==> config.mk <==
export PLATFORM = sky130hd
export DESIGN_NAME = i2c_target
export DESIGN_NICKNAME = d
export VERILOG_FILES = /design/src/rtl/i2c_target.sv
export SDC_FILE = /design/constraint.sdc
export NUM_CORES = 1
export LEC_CHECK = 0
export BUFFER_PORTS_ARGS = -buffer_cell sky130_fd_sc_hd__buf_2
export CAP_MARGIN = 20
export CORE_MARGIN = 3
export CORE_UTILIZATION = 55
export DETAILED_ROUTE_END_ITERATION = 12
export PLACE_DENSITY = 0.83
export REMOVE_ABC_BUFFERS = 1
export SLEW_MARGIN = 15
export SYNTH_ARGS = -nofsm -noshare
export SYNTH_HDL_FRONTEND = slang
export SYNTH_SLANG_ARGS = --single-unit
==> constraint.sdc <==
create_clock -name clk -period 3.5 [get_ports clk]
set_input_delay 0.175 -clock clk [delete_from_list [all_inputs] [get_ports clk]]
set_output_delay 0.175 -clock clk [all_outputs]
set_load 0.05 [all_outputs]
==> src/rtl/i2c_target.sv <==
// I2C target: START/STOP/repeated-START decode, 7-bit address match, 8-bit auto-incrementing register pointer.
// Latency: wr_en pulses one clk after the 8th data rising edge; SCL is never stretched, so no backpressure is possible.
module i2c_target #(
    parameter logic [6:0] DEV_ADDR = 7'h38
) (
    input  logic       clk,
    input  logic       reset,
    input  logic       scl_i,
    input  logic       sda_i,
    output logic       sda_oe,
    output logic       wr_en,
    output logic [7:0] wr_addr,
    output logic [7:0] wr_data,
    output logic [7:0] rd_addr,
    input  logic [7:0] rd_data,
    output logic       busy,
    output logic       addressed
);

    typedef enum logic [3:0] {
        S_IDLE, S_ADDR, S_ADDR_ACK, S_PTR, S_PTR_ACK,
        S_WDATA, S_WDATA_ACK, S_RDATA, S_RDATA_ACK, S_IGNORE
    } state_t;

    // [0],[1] metastability flops, [2] history flop
    logic [2:0] scl_sync_q, sda_sync_q;
    state_t     state_q, state_d;
    logic [3:0] cnt_q, cnt_d;
    logic [7:0] sh_q, sh_d;
    logic [7:0] ptr_q, ptr_d;
    logic       rw_q, rw_d;
    logic       oe_q, oe_d;
    logic       wr_en_q, wr_en_d;
    logic [7:0] wr_addr_q, wr_addr_d;
    logic [7:0] wr_data_q, wr_data_d;
    logic       addressed_q, addressed_d;

    logic scl_s, sda_s, scl_rise, scl_fall, start_det, stop_det;
    logic [7:0] byte_in;

    assign scl_s     = scl_sync_q[1];
    assign sda_s     = sda_sync_q[1];
    assign scl_rise  = scl_s & ~scl_sync_q[2];
    assign scl_fall  = ~scl_s & scl_sync_q[2];
    assign start_det = scl_s & ~sda_s & sda_sync_q[2];
    assign stop_det  = scl_s & sda_s & ~sda_sync_q[2];
    assign byte_in   = {sh_q[6:0], sda_s};

    always_ff @(posedge clk or negedge reset) begin
        if (!reset) begin
            scl_sync_q  <= 3'b111;
            sda_sync_q  <= 3'b111;
            state_q     <= S_IDLE;
            cnt_q       <= 4'd0;
            sh_q        <= 8'h00;
            ptr_q       <= 8'h00;
            rw_q        <= 1'b0;
            oe_q        <= 1'b0;
            wr_en_q     <= 1'b0;
            wr_addr_q   <= 8'h00;
            wr_data_q   <= 8'h00;
            addressed_q <= 1'b0;
        end else begin
            scl_sync_q  <= {scl_sync_q[1:0], scl_i};
            sda_sync_q  <= {sda_sync_q[1:0], sda_i};
            state_q     <= state_d;
            cnt_q       <= cnt_d;
            sh_q        <= sh_d;
            ptr_q       <= ptr_d;
            rw_q        <= rw_d;
            oe_q        <= oe_d;
            wr_en_q     <= wr_en_d;
            wr_addr_q   <= wr_addr_d;
            wr_data_q   <= wr_data_d;
            addressed_q <= addressed_d;
        end
    end

    always_comb begin
        state_d     = state_q;
        cnt_d       = cnt_q;
        sh_d        = sh_q;
        ptr_d       = ptr_q;
        rw_d        = rw_q;
        oe_d        = oe_q;
        wr_en_d     = 1'b0;
        wr_addr_d   = wr_addr_q;
        wr_data_d   = wr_data_q;
        addressed_d = addressed_q;

        if (start_det) begin
            state_d     = S_ADDR;
            cnt_d       = 4'd0;
            oe_d        = 1'b0;
            addressed_d = 1'b0;
        end else if (stop_det) begin
            state_d     = S_IDLE;
            oe_d        = 1'b0;
            addressed_d = 1'b0;
        end else begin
            case (state_q)
                S_ADDR, S_PTR, S_WDATA: begin
                    if (scl_rise) begin
                        sh_d  = byte_in;
                        cnt_d = cnt_q + 4'd1;
                        if (cnt_q == 4'd7) begin
                            cnt_d = 4'd0;
                            if (state_q == S_ADDR) begin
                                rw_d    = byte_in[0];
                                state_d = (byte_in[7:1] == DEV_ADDR) ? S_ADDR_ACK : S_IGNORE;
                            end else if (state_q == S_PTR) begin
                                ptr_d   = byte_in;
                                state_d = S_PTR_ACK;
                            end else begin
                                wr_en_d   = 1'b1;
                                wr_addr_d = ptr_q;
                                wr_data_d = byte_in;
                                state_d   = S_WDATA_ACK;
                            end
                        end
                    end
                end
                // First falling edge starts driving ACK, the second one ends the slot
                S_ADDR_ACK, S_PTR_ACK, S_WDATA_ACK: begin
                    if (scl_fall) begin
                        if (!oe_q) begin
                            oe_d = 1'b1;
                        end else begin
                            oe_d  = 1'b0;
                            cnt_d = 4'd0;
                            if (state_q == S_ADDR_ACK) begin
                                addressed_d = 1'b1;
                                if (rw_q) begin
                                    sh_d    = rd_data;
                                    oe_d    = ~rd_data[7];
                                    state_d = S_RDATA;
                                end else begin
                                    state_d = S_PTR;
                                end
                            end else if (state_q == S_PTR_ACK) begin
                                state_d = S_WDATA;
                            end else begin
                                ptr_d   = ptr_q + 8'd1;
                                state_d = S_WDATA;
                            end
                        end
                    end
                end
                S_RDATA: begin
                    if (scl_rise) begin
                        cnt_d = cnt_q + 4'd1;
                    end else if (scl_fall) begin
                        if (cnt_q == 4'd8) begin
                            oe_d    = 1'b0;
                            cnt_d   = 4'd0;
                            state_d = S_RDATA_ACK;
                        end else begin
                            sh_d = {sh_q[6:0], 1'b0};
                            oe_d = ~sh_q[6];
                        end
                    end
                end
                // cnt_q marks that the master's ACK bit has been sampled
                S_RDATA_ACK: begin
                    if (scl_rise) begin
                        ptr_d = ptr_q + 8'd1;
                        cnt_d = 4'd1;
                        if (sda_s) begin
                            state_d = S_IGNORE;
                        end
                    end else if (scl_fall && cnt_q != 4'd0) begin
                        sh_d    = rd_data;
                        oe_d    = ~rd_data[7];
                        cnt_d   = 4'd0;
                        state_d = S_RDATA;
                    end
                end
                S_IGNORE: begin
                    oe_d = 1'b0;
                end
                default: begin
                    state_d = state_q;
                end
            endcase
        end
    end

    always_comb begin
        sda_oe    = oe_q;
        wr_en     = wr_en_q;
        wr_addr   = wr_addr_q;
        wr_data   = wr_data_q;
        rd_addr   = ptr_q;
        busy      = (state_q != S_IDLE);
        addressed = addressed_q;
    end

endmodule

==> results of run 1 <==
==> per-layer routing <==
layer,track usage,share of wire
met5,0,0
met4,0.07517,0.017
met3,0.04014,0.061
met2,0.3353,0.47
met1,0.3039,0.46
==> worst reg2reg max path, delay by kind of cell, from the launching register on <==
kind	cells	cell delay, ns
DFF	1	0.86
AOI/OAI and AO/OA	2	0.45
buffers and inverters	1	0.26
and+or+nand+nor	3	1.09
==> cells in the final DEF (no fill, tap or decap), drive strengths merged, types with 7 or more instances in the layout <==
cell	count
o21ai	24
mux2	25
dfrtp	43
a21oi	17
nand2	33
nor2	26
nor3	9
inv	8
buf	41
a31oi	7
==> logic make-up after synthesis <==
family / Yosys count / share of synthesized area
XOR/XNOR: 1 / 0.003016
buffers and inverters: 29 / 0.05472
flip-flops: 49 / 0.4248
adder cells (fa/ha/maj): 5 / 0.02154
multiplexers: 27 / 0.1129
AND/OR/NAND/NOR: 108 / 0.2016
AO/OA/AOI/OAI: 76 / 0.1814
==> flip-flops by register name (all words and copies together), names as in the netlist <==
register / cells
rd_addr: 8
wr_addr: 8
wr_data: 8
sh_q: 7
cnt_q: 4
state_q: 4
scl_sync_q: 3
sda_sync_q: 3
addressed: 1
rw_q: 1
sda_oe: 1
wr_en: 1
==> timing repair <==
| action | in CTS | in global routing |
|---|---|---|
| hold buffers | 2 | 1 |
| endpoints found under the hold margin | 2 | 43 |
| setup endpoints to repair | 0 | 0 |
==> per-stage QoR <==
step	cell area, µm²	hold slack (ns)
6_report	3183	0.1943
2_1_floorplan	2775	-0.1206
4_1_cts	3171	0.1041
3_3_place_gp	3069	0.2808
3_5_place_dp	3069	0.2865
5_1_grt	3183	0.2114
==> area by class of cell <==
| cell class | count | area (µm²) | share of cell area |
|---|---|---|---|
| Multi-Input combinational cell | 217 | 1511 | 0.4748 |
| Sequential cell | 49 | 1234 | 0.3876 |
| Timing Repair Buffer | 44 | 242.7 | 0.07626 |
| Tap cell | 67 | 83.83 | 0.02634 |
| Clock buffer | 6 | 72.57 | 0.02280 |
| Inverter | 8 | 30.03 | 0.009434 |
| Clock inverter | 1 | 8.758 | 0.002752 |
==> path summary, 6_finish.rpt <==
path / start / slack (ns) / end / cells after the start
max: state_q[2] / 0.72 / rd_addr[0] / 6
min: rd_data[5] / 0.19 / sh_q[5] / 4
max reg2reg: state_q[2] / 0.72 / rd_addr[0] / 6
min reg2reg: scl_sync_q[0] / 0.36 / scl_sync_q[1] / 0
max in group asynchronous: reset / 2.68 / cnt_q[1] / 2
min in group asynchronous: reset / 0.42 / wr_en / 2
==> power breakdown <==
part / leakage, µW / total (µW) / switching, µW / internal [µW]
logic: 0.000846 / 1450 / 872 / 582
registers: 0.000629 / 997 / 293 / 704
clock network: 0.0000412 / 323 / 185 / 139
==> insert_results.sql, run 1 <==
INSERT INTO impl_metrics (metric_group, metric, value, unit) VALUES
('pwr', 'peakVddDrop', '0.5532', 'mV'),
('outcome', 'outcome', 'complete, no violations', ''),
('global_route', 'first_global_vias', '2283', ''),
('clocking', 'cts_resized', '0', ''),
('pwr', 'pwr_density_cell', '871.6', 'mW/mm²'),
('detailed_routing', 'post_drt_via_cell_ratio', '6.196', ''),
('final_layout', 'antenna-diode-count', '0', ''),
('timing', 'max_clock_freq', '360.1', 'MHz'),
('clocking', 'post_cts.repair.setup_buffers', '0', ''),
('detailed_routing', 'final_antenna_net_count', '0', ''),
('detailed_routing', 'drc_errors', '0', ''),
('global_route', 'grt_max_degree', '50', ''),
('logic_synthesis', 'synth_seq_area_share', '0.4248', ''),
('logic_synthesis', 'most_used_standard_cell_by_instance_count_after_synthesis', 'dfrtp_1', ''),
('timing', 'drv_slew', '0', ''),
('timing', 'setup-tns-final', '0', 'ns'),
('timing', 'layout_worst_path_cycle_share', '0.7934', ''),
('global_route', 'grt_remaining_overflow', '0', ''),
('logic_synthesis', 'post_synth_edffs', '0', ''),
('timing', 'worst_pin_slew', '0.7787', 'ns'),
('worst_setup_path', 'critical_path_class', 'flip-flop to flip-flop', ''),
('worst_setup_path', 'critical_path.max_stage_delay', '0.86', 'ns'),
('placement', 'dpl_worst_slack', '0.8281', 'ns'),
('final_layout', 'drive_above_1_share', '0.2708', ''),
('final_layout', 'postLayoutCoreUtil', '0.6482', ''),
('logic_synthesis', 'synthDominantCellAreaShare', '0.3705', ''),
('logic_synthesis', 'synthesis.area_per_instance', '9.844', 'µm²'),
('clocking', 'insertion_delay', '0.30', 'ns'),
('placement', 'place.port_buffers', '39', ''),
('job', 'timing.max_cap.violations', '0', ''),
('floorplanning', 'ioPinCount', '40', ''),
('worst_setup_path', 'path_delay_family', 'simple AND/OR/NAND/NOR gates', ''),
('global_route', 'antenna_found_initial', '0', ''),
('logic_synthesis', 'ys_async_sr_fraction', '1.000', ''),
('logic_synthesis', 'synth.top_cells.by_area', 'dfrtp_1 (37%), dfstp_2 (5.4%), mux2_2 (5.0%), nand2_1 (4.1%), mux2_4 (3.6%)', ''),
('timing', 'hold_violations', '0', ''),
('clocking', 'cts-root-buf', 'clkbuf_8', ''),
('worst_setup_path', 'kind_of_end_point_of_the_critical_path', 'flip-flop', ''),
('detailed_routing', 'detail_route.iter0.violations', '393', ''),
('logic_synthesis', 'synth-seq-cells', '49', ''),
('global_route', 'wire_length_of_the_first_global_routing_pass', '10780', 'µm'),
('floorplanning', 'core-area', '0.004911', 'mm²'),
('placement', 'hpwlAfterDp', '4334', 'µm'),
('floorplanning', 'die_area', '0.006188', 'mm²'),
('timing', 'setup_violations', '0', ''),
('timing', 'worst_slack', '0.7231', 'ns'),
('worst_setup_path', 'critPathLaunchType', 'flip-flop', ''),
('timing', 'layout_min_cycle_time', '2.777', 'ns'),
('floorplanning', 'die_width', '78.67', 'µm'),
('placement', 'place.detailed.instances', '382', ''),
('logic_synthesis', 'synthFlopType', 'dfrtp_1', ''),
('detailed_routing', 'detailroute.via_count', '2429', ''),
('timing', 'slew_headroom', '0.4809', ''),
('timing', 'skew', '0.009519', 'ns'),
('final_layout', 'stdcell_count', '392', ''),
('clocking', 'cts-buffers-inserted', '5', ''),
('logic_synthesis', 'distinct_cells_synth', '64', ''),
('worst_setup_path', 'critPathArrivalTime', '2.96', 'ns'),
('final_layout', 'area_growth_syn_to_layout', '9.608', '%'),
('pwr', 'static-leakage-power', '0.001516', 'µW'),
('final_layout', 'layout.nets', '342', ''),
('worst_setup_path', 'cpMaxStageDelayCell', 'dfrtp_1', ''),
('worst_setup_path', 'worst_ep_required_time', '3.68', 'ns'),
('global_route', 'groute.usage.overall', '0.2164', ''),
('final_layout', 'nFillCells', '395', ''),
('floorplanning', 'num_rows', '25', ''),
('logic_synthesis', 'yosys-top-cells-count', 'dfrtp_1 (43), nand2_1 (32), nor2_1 (26)', ''),
('logic_synthesis', 'yosys_warnings', '0', ''),
('worst_setup_path', 'critical_path.cell_chain', 'nor3_1 -> nor3_2 -> buf_4 -> a21oi_1 -> or4_1 -> a211o_1', ''),
('logic_synthesis', 'synth.cell_area', '0.002904', 'mm²'),
('detailed_routing', 'drt_pre_antenna_iters', '6', '');
No activity file was read; power rests on OpenSTA's default activity.
==> run 2, diff against run 1 <==
==> constraint.sdc (replaced) <==
create_clock -name clk -period 2.65 [get_ports clk]
set_input_delay 0.1325 -clock clk [delete_from_list [all_inputs] [get_ports clk]]
set_output_delay 0.1325 -clock clk [all_outputs]
set_load 0.05 [all_outputs]
==> run 2 against run 1 <==
- combinational power increased by 44%
- count of clock-buffer cells in the layout decreased by 1
- via count increased by 0.66%
- worst setup slack got worse by 0.53 ns
- register-to-register slack got worse by 0.53 ns
- clock skew about the same
- final area increased by 3.8%
- clock power increased by 68%
- utilization increased by 2.5 points
- global-route usage increased by 1.9 points
- critical path depth decreased by 1
==> insert_results.sql, run 2 (same netlist as run 1, synthesis figures left out) <==
INSERT INTO impl_metrics (metric_group, metric, value, unit) VALUES
('detailed_routing', 'detail_route.iter0.violations', '314', ''),
('placement', 'dpl_worst_slack', '0.2510', 'ns'),
('clocking', 'htreeDepth', '2', ''),
('placement', 'gp_routability_congestion', '0.9471', ''),
('timing', 'layout_min_cycle_time', '2.453', 'ns'),
('final_layout', 'most-common-layout-cells', 'dfrtp_1 (43), buf_2 (38), nand2_1 (32)', ''),
('clocking', 'cts-root-buf', 'clkbuf_8', ''),
('floorplanning', 'starting_density_of_the_core', '0.5913', ''),
('worst_setup_path', 'path_delay_family', 'flip-flops', ''),
('clocking', 'post_cts.repair.setup_buffers', '0', ''),
('timing', 'hold-worst-slack', '0.1498', 'ns'),
('timing', 'max_clock_freq', '407.7', 'MHz'),
('min_path', 'min_path_type', 'input port to flip-flop', ''),
('job', 'timing.max_cap.violations', '0', ''),
('worst_setup_path', 'kind_of_end_point_of_the_critical_path', 'flip-flop', ''),
('detailed_routing', 'final_antenna_net_count', '0', ''),
('worst_setup_path', 'critical_path.cell_chain', 'or4b_4 -> a21oi_1 -> nor3_1 -> o2111a_1 -> mux2_4', ''),
('final_layout', 'antenna-diode-count', '0', ''),
('worst_setup_path', 'critPathLaunchType', 'flip-flop', ''),
('floorplanning', 'ioPinCount', '40', ''),
('worst_setup_path', 'cpMaxStageDelayCell', 'dfrtp_1', ''),
('pwr', 'pwr_density_cell', '1180', 'mW/mm²'),
('clocking', 'cts.sink_count', '49', ''),
('floorplanning', 'core-area', '0.004911', 'mm²'),
('placement', 'place.port_buffers', '39', ''),
('pwr', 'static-leakage-power', '0.001583', 'µW'),
('floorplanning', 'num_rows', '25', ''),
('timing', 'worst_pin_slew', '0.6818', 'ns'),
('floorplanning', 'die_area', '0.006188', 'mm²'),
('global_route', 'groute.usage.overall', '0.2355', ''),
('timing', 'drv_slew', '0', ''),
('floorplanning', 'die_width', '78.67', 'µm'),
('worst_setup_path', 'critical_path_class', 'flip-flop to flip-flop', ''),
('clocking', 'insertion_delay', '0.30', 'ns'),
('detailed_routing', 'drt_pre_antenna_iters', '5', ''),
('timing', 'slew_headroom', '0.5455', ''),
('worst_setup_path', 'critical_path.max_stage_delay', '0.79', 'ns'),
('clocking', 'cts.clk_slew.worst_paths', '0.10', 'ns'),
('global_route', 'grt_remaining_overflow', '0', ''),
('clocking', 'cts_buffer_depth', '2', ''),
('final_layout', 'layout.nets', '352', ''),
('final_layout', 'area_growth_syn_to_layout', '13.79', '%'),
('final_layout', 'drive_above_1_share', '0.3006', ''),
('clocking', 'cts-buffers-inserted', '5', ''),
('worst_setup_path', 'setup.reg_to_reg.worst_slack', '0.20', 'ns'),
('global_route', 'first_global_vias', '2313', ''),
('detailed_routing', 'post_drt_via_cell_ratio', '6.067', ''),
('timing', 'setup-tns-final', '0', 'ns'),
('global_route', 'antenna_found_initial', '0', ''),
('pwr', 'peakVddDrop', '0.7044', 'mV'),
('placement', 'hpwlAfterDp', '4787', 'µm'),
('global_route', 'wire_length_of_the_first_global_routing_pass', '11580', 'µm'),
('detailed_routing', 'drc_errors', '0', ''),
('clocking', 'cts_tree', 'done', ''),
('timing', 'hold_violations', '0', ''),
('detailed_routing', 'detail_route.wirelength', '6760', 'µm'),
('timing', 'setup_violations', '0', ''),
('global_route', 'grt_max_degree', '50', ''),
('detailed_routing', 'detailroute.via_count', '2445', ''),
('worst_setup_path', 'worst_ep_required_time', '2.85', 'ns'),
('detailed_routing', 'wire_per_inst', '16.77', 'µm'),
('floorplanning', 'die_h', '78.67', 'µm'),
('timing', 'layout_worst_path_cycle_share', '0.9255', ''),
('worst_setup_path', 'critPathArrivalTime', '2.65', 'ns'),
('final_layout', 'layout_commonest_cell', 'dfrtp_1', ''),
('timing', 'skew', '0.009384', 'ns'),
('timing', 'rsz0062_at_grt', 'false', ''),
('outcome', 'outcome', 'complete, no violations', ''),
('worst_setup_path', 'crit_buf_inv', '0', ''),
('worst_setup_path', 'max_fanout_on_critical_path', '22', ''),
('timing', 'worst_slack', '0.1974', 'ns');
[run 2: cell count changes in the layout (fill, tap and decap cells not counted)]
cell / change
inv_6: +1
clkinv_4: -1
bufinv_16: +1
clkbuf_1: -1
ha_2: +1
buf_12: +1
buf_4: +9
clkinv_2: +1
ha_1: -1
[run 2: worst paths after layout]
check | start | depth (start not counted) | endpoint
worst min register to register | scl_sync_q[0] | 0 | scl_sync_q[1]
max in group asynchronous | reset | 2 | wr_data[0]
min in group asynchronous | reset | 2 | wr_en
worst max register to register | state_q[1] | 5 | sh_q[6]
worst min-delay path | rd_data[5] | 4 | sh_q[5]
worst max-delay path | state_q[1] | 5 | sh_q[6]
[run 2: tightest hold or removal path: stages]
cell	delay, ns
buf_2	0.07
nand2_1	0.04
nand2_1	0.05
mux2_4	0.13
[run 2: area by class of cell]
| cell class | count | area, µm² |
|---|---|---|
| timing repair buffer | 54 | 330.3 |
| tap | 67 | 83.83 |
| inverter | 8 | 30.03 |
| clock inverter | 3 | 43.79 |
| multi-input combinational | 217 | 1514 |
| sequential | 49 | 1234 |
| fill | 411 | 1607 |
| clock buffer | 5 | 68.82 |
[run 2: metrics by stage]
step / power (µW) / util / cells / cell area, µm²
3_3_place_gp: 3284 / 0.6428 / 392 / 3157
2_1_floorplan: 2719 / - / 274 / 2775
3_5_place_dp: 3328 / 0.6428 / 392 / 3157
4_1_cts: 3883 / 0.6698 / 402 / 3289
6_report: 3899 / 0.6729 / 403 / 3304
5_1_grt: 4188 / 0.6729 / 403 / 3304
[run 2: report_power, final]
| part | leakage (µW) | switching (µW) | total [µW] | internal (µW) |
|---|---|---|---|---|
| Combinational | 0.000896 | 1240 | 2090 | 854 |
| Sequential | 0.000629 | 332 | 1260 | 931 |
| Clock | 0.0000585 | 261 | 544 | 283 |
[run 2: timing repair]
item	4_1_cts	5_1_grt
hold buffers	2	1
setup endpoints to repair	0	2
resized for setup	0	1
hold endpoints to repair	2	43
[run 2: per-layer routing]
metal / up-vias / part of all wire / GRT usage
li1: 1155 / - / -
met1: 1189 / 0.47 / 0.3469
met2: 92 / 0.47 / 0.3642
met3: 9 / 0.051 / 0.03555
met4: 0 / 0.011 / 0.05769
met5: - / 0 / 0
==> run 3, diff against run 2 <==
--- a/config.mk
+++ b/config.mk
@@ -5,12 +5,13 @@
 export SDC_FILE = /design/constraint.sdc
 export NUM_CORES = 1
 export LEC_CHECK = 0
-export BUFFER_PORTS_ARGS = -buffer_cell sky130_fd_sc_hd__buf_2
 export CAP_MARGIN = 20
 export CORE_MARGIN = 3
 export CORE_UTILIZATION = 55
 export DETAILED_ROUTE_END_ITERATION = 12
-export PLACE_DENSITY = 0.83
+export DONT_BUFFER_PORTS = 1
+export GPL_ROUTABILITY_DRIVEN = 0
+export PLACE_DENSITY = 0.76
 export REMOVE_ABC_BUFFERS = 1
 export SLEW_MARGIN = 15
 export SYNTH_ARGS = -nofsm -noshare
==> run 3 against run 2 <==
- die area did not move
- count of clock-buffer cells in the layout rose by 1
- clock skew barely moved
- sequential share of layout area rose by 2.6 points
- global-route usage down 1.7 points
- critical path depth rose by 2
- final cell count shrank 9.9%
- critical path type unchanged
- sequential cell count did not move
- largest power group unchanged
- combinational power is 14% lower
==> insert_results.sql, run 3 (same netlist as run 1, synthesis figures left out) <==
INSERT INTO impl_metrics (metric_group, metric, value, unit) VALUES
('outcome', 'outcome', 'complete, no violations', ''),
('final_layout', 'postLayoutCoreUtil', '0.6296', ''),
('clocking', 'cts-root-buf', 'clkbuf_8', ''),
('final_layout', 'most-common-layout-cells', 'dfrtp_1 (42), nand2_1 (32), nor2_1 (26)', ''),
('detailed_routing', 'detailroute.via_count', '2300', ''),
('clocking', 'post_cts.repair.setup_buffers', '0', ''),
('clocking', 'cts.clk_slew.worst_paths', '0.09', 'ns'),
('final_layout', 'multi_input_comb_area', '0.001511', 'mm²'),
('detailed_routing', 'drc_errors', '0', ''),
('final_layout', 'stdcell_count', '363', ''),
('detailed_routing', 'met3RoutedLength', '467', 'µm'),
('clocking', 'cts-buffers-inserted', '5', ''),
('timing', 'layout_min_cycle_time', '2.418', 'ns'),
('worst_setup_path', 'max_fanout_on_critical_path', '11', ''),
('pwr', 'pwr_density_cell', '1193', 'mW/mm²'),
('detailed_routing', 'detail_route.iter0.violations', '332', ''),
('detailed_routing', 'final_antenna_net_count', '0', ''),
('min_path', 'min_path_type', 'input port to flip-flop', ''),
('clocking', 'htreeDepth', '2', ''),
('detailed_routing', 'drt_pre_antenna_iters', '6', ''),
('global_route', 'antenna_found_initial', '0', ''),
('timing', 'skew', '0.009603', 'ns'),
('timing', 'hold-worst-slack', '0.06287', 'ns'),
('detailed_routing', 'wire_per_inst', '17.56', 'µm'),
('floorplanning', 'die_h', '78.67', 'µm'),
('placement', 'place.port_buffers', '0', ''),
('global_route', 'grt_max_degree', '50', ''),
('timing', 'hold_violations', '0', ''),
('clocking', 'insertion_delay', '0.30', 'ns'),
('global_route', 'grt_remaining_overflow', '0', ''),
('clocking', 'cts_buffer_depth', '2', ''),
('detailed_routing', 'routed.top_layer', 'met4', ''),
('clocking', 'cts.sink_count', '49', ''),
('job', 'timing.max_cap.violations', '0', ''),
('clocking', 'cts_tree', 'done', ''),
('detailed_routing', 'detailroute.wirelength.met2', '2863', 'µm'),
('worst_setup_path', 'cpMaxStageDelayCell', 'dfstp_2', ''),
('global_route', 'wire_length_of_the_first_global_routing_pass', '10600', 'µm'),
('final_layout', 'layout_commonest_cell', 'dfrtp_1', ''),
('pwr', 'peakVddDrop', '0.6261', 'mV'),
('floorplanning', 'core-area', '0.004911', 'mm²'),
('timing', 'setup_violations', '0', ''),
('timing', 'slew_headroom', '0.5709', ''),
('worst_setup_path', 'critical_path.max_stage_delay', '0.54', 'ns'),
('pwr', 'static-leakage-power', '0.001385', 'µW'),
('floorplanning', 'die_area', '0.006188', 'mm²'),
('global_route', 'first_global_vias', '2140', ''),
('detailed_routing', 'route.layer.met1.wl', '2861', 'µm'),
('final_layout', 'regArea', '0.001235', 'mm²'),
('worst_setup_path', 'critical_path.cell_chain', 'inv_1 -> ha_1 -> inv_1 -> a21oi_1 -> nor3_1 -> o2111a_1 -> mux2_4', ''),
('worst_setup_path', 'worst_ep_required_time', '2.84', 'ns'),
('timing', 'max_clock_freq', '413.5', 'MHz'),
('floorplanning', 'ioPinCount', '40', ''),
('global_route', 'groute.usage.overall', '0.2186', ''),
('final_layout', 'layout.nets', '312', ''),
('final_layout', 'antenna-diode-count', '0', ''),
('worst_setup_path', 'critical_path_class', 'flip-flop to flip-flop', ''),
('floorplanning', 'die_width', '78.67', 'µm'),
('placement', 'place.detailed.instances', '351', ''),
('final_layout', 'nFillCells', '398', ''),
('placement', 'hpwlAfterDp', '4558', 'µm'),
('detailed_routing', 'detail_route.wirelength', '6373', 'µm'),
('final_layout', 'area_growth_syn_to_layout', '6.463', '%'),
('worst_setup_path', 'critPathArrivalTime', '2.61', 'ns'),
('floorplanning', 'num_rows', '25', ''),
('final_layout', 'drive_above_1_share', '0.2027', ''),
('timing', 'setup-tns-final', '0', 'ns'),
('floorplanning', 'starting_density_of_the_core', '0.5913', ''),
('worst_setup_path', 'critPathLaunchType', 'flip-flop', ''),
('timing', 'drv_slew', '0', ''),
('timing', 'rsz0062_at_grt', 'false', ''),
('timing', 'layout_worst_path_cycle_share', '0.9126', ''),
('worst_setup_path', 'kind_of_end_point_of_the_critical_path', 'flip-flop', ''),
('timing', 'worst_pin_slew', '0.6436', 'ns'),
('worst_setup_path', 'crit_path_frequent_cell', 'inv_1', ''),
('detailed_routing', 'post_drt_via_cell_ratio', '6.336', '');
run 3: cell count changes in the layout (fill, tap and decap cells not counted), sizes merged:
cell,change
clkbuf,+1
bufinv,-1
buf,-40
run 3: worst paths after layout:
| path | startpoint | end | slack, ns | cells after the start |
|---|---|---|---|---|
| setup / recovery | scl_sync_q[2] | sh_q[2] | 0.23 | 7 |
| hold reg to reg | scl_sync_q[0] | scl_sync_q[1] | 0.35 | 0 |
| hold / removal | rd_data[6] | sh_q[6] | 0.06 | 3 |
| setup reg to reg | scl_sync_q[2] | sh_q[2] | 0.23 | 7 |
| min in group asynchronous | reset | state_q[3] | 0.33 | 2 |
| max in group asynchronous | reset | sda_sync_q[0] | 2.04 | 2 |
run 3: repair_timing:
item	4_1_cts	5_1_grt
gates resized for setup	0	1
hold buffers	4	0
endpoints found under the setup margin	0	7
hold endpoints to repair	51	0
run 3: worst max-delay path: cells and delay by family, from the launching register on:
kind | cells | cell delay [ns]
DFF | 1 | 0.54
and+or+nand+nor | 1 | 0.34
buffers and inverters | 2 | 0.20
adders and majority gates | 1 | 0.30
muxes | 1 | 0.34
AOI/OAI and AO/OA | 2 | 0.58
run 3: power by group:
part           internal [µW]  total (µW)  switching [µW]
clock                    189         440             251
combinational            790        1790             996
sequential               928        1460             534
total                   1910        3690            1780
run 3: stage by stage:
step	total power, µW	area, µm²	setup WS (ns)
after global placement	3160	2947	0.2878
after global routing	3965	3092	0.07812
after detailed placement	3209	2947	0.2206
after CTS	3680	3090	0.2103
final	3687	3092	0.2316
after floorplan	2719	2775	-0.02426
run 3: cell type report:
type,instances,share of cell area
timing repair buffer,14,0.04694
tap,67,0.02711
clock buffer,6,0.02347
inverter,8,0.009713
multi-input combinational,217,0.4889
sequential,49,0.3994
clock inverter,2,0.004452
run 3: metal layers:
metal / global-route usage / up-vias
met5: 0 / -
met4: 0.08392 / 0
met3: 0.06422 / 22
met2: 0.3251 / 100
met1: 0.3002 / 1102
li1: - / 1076
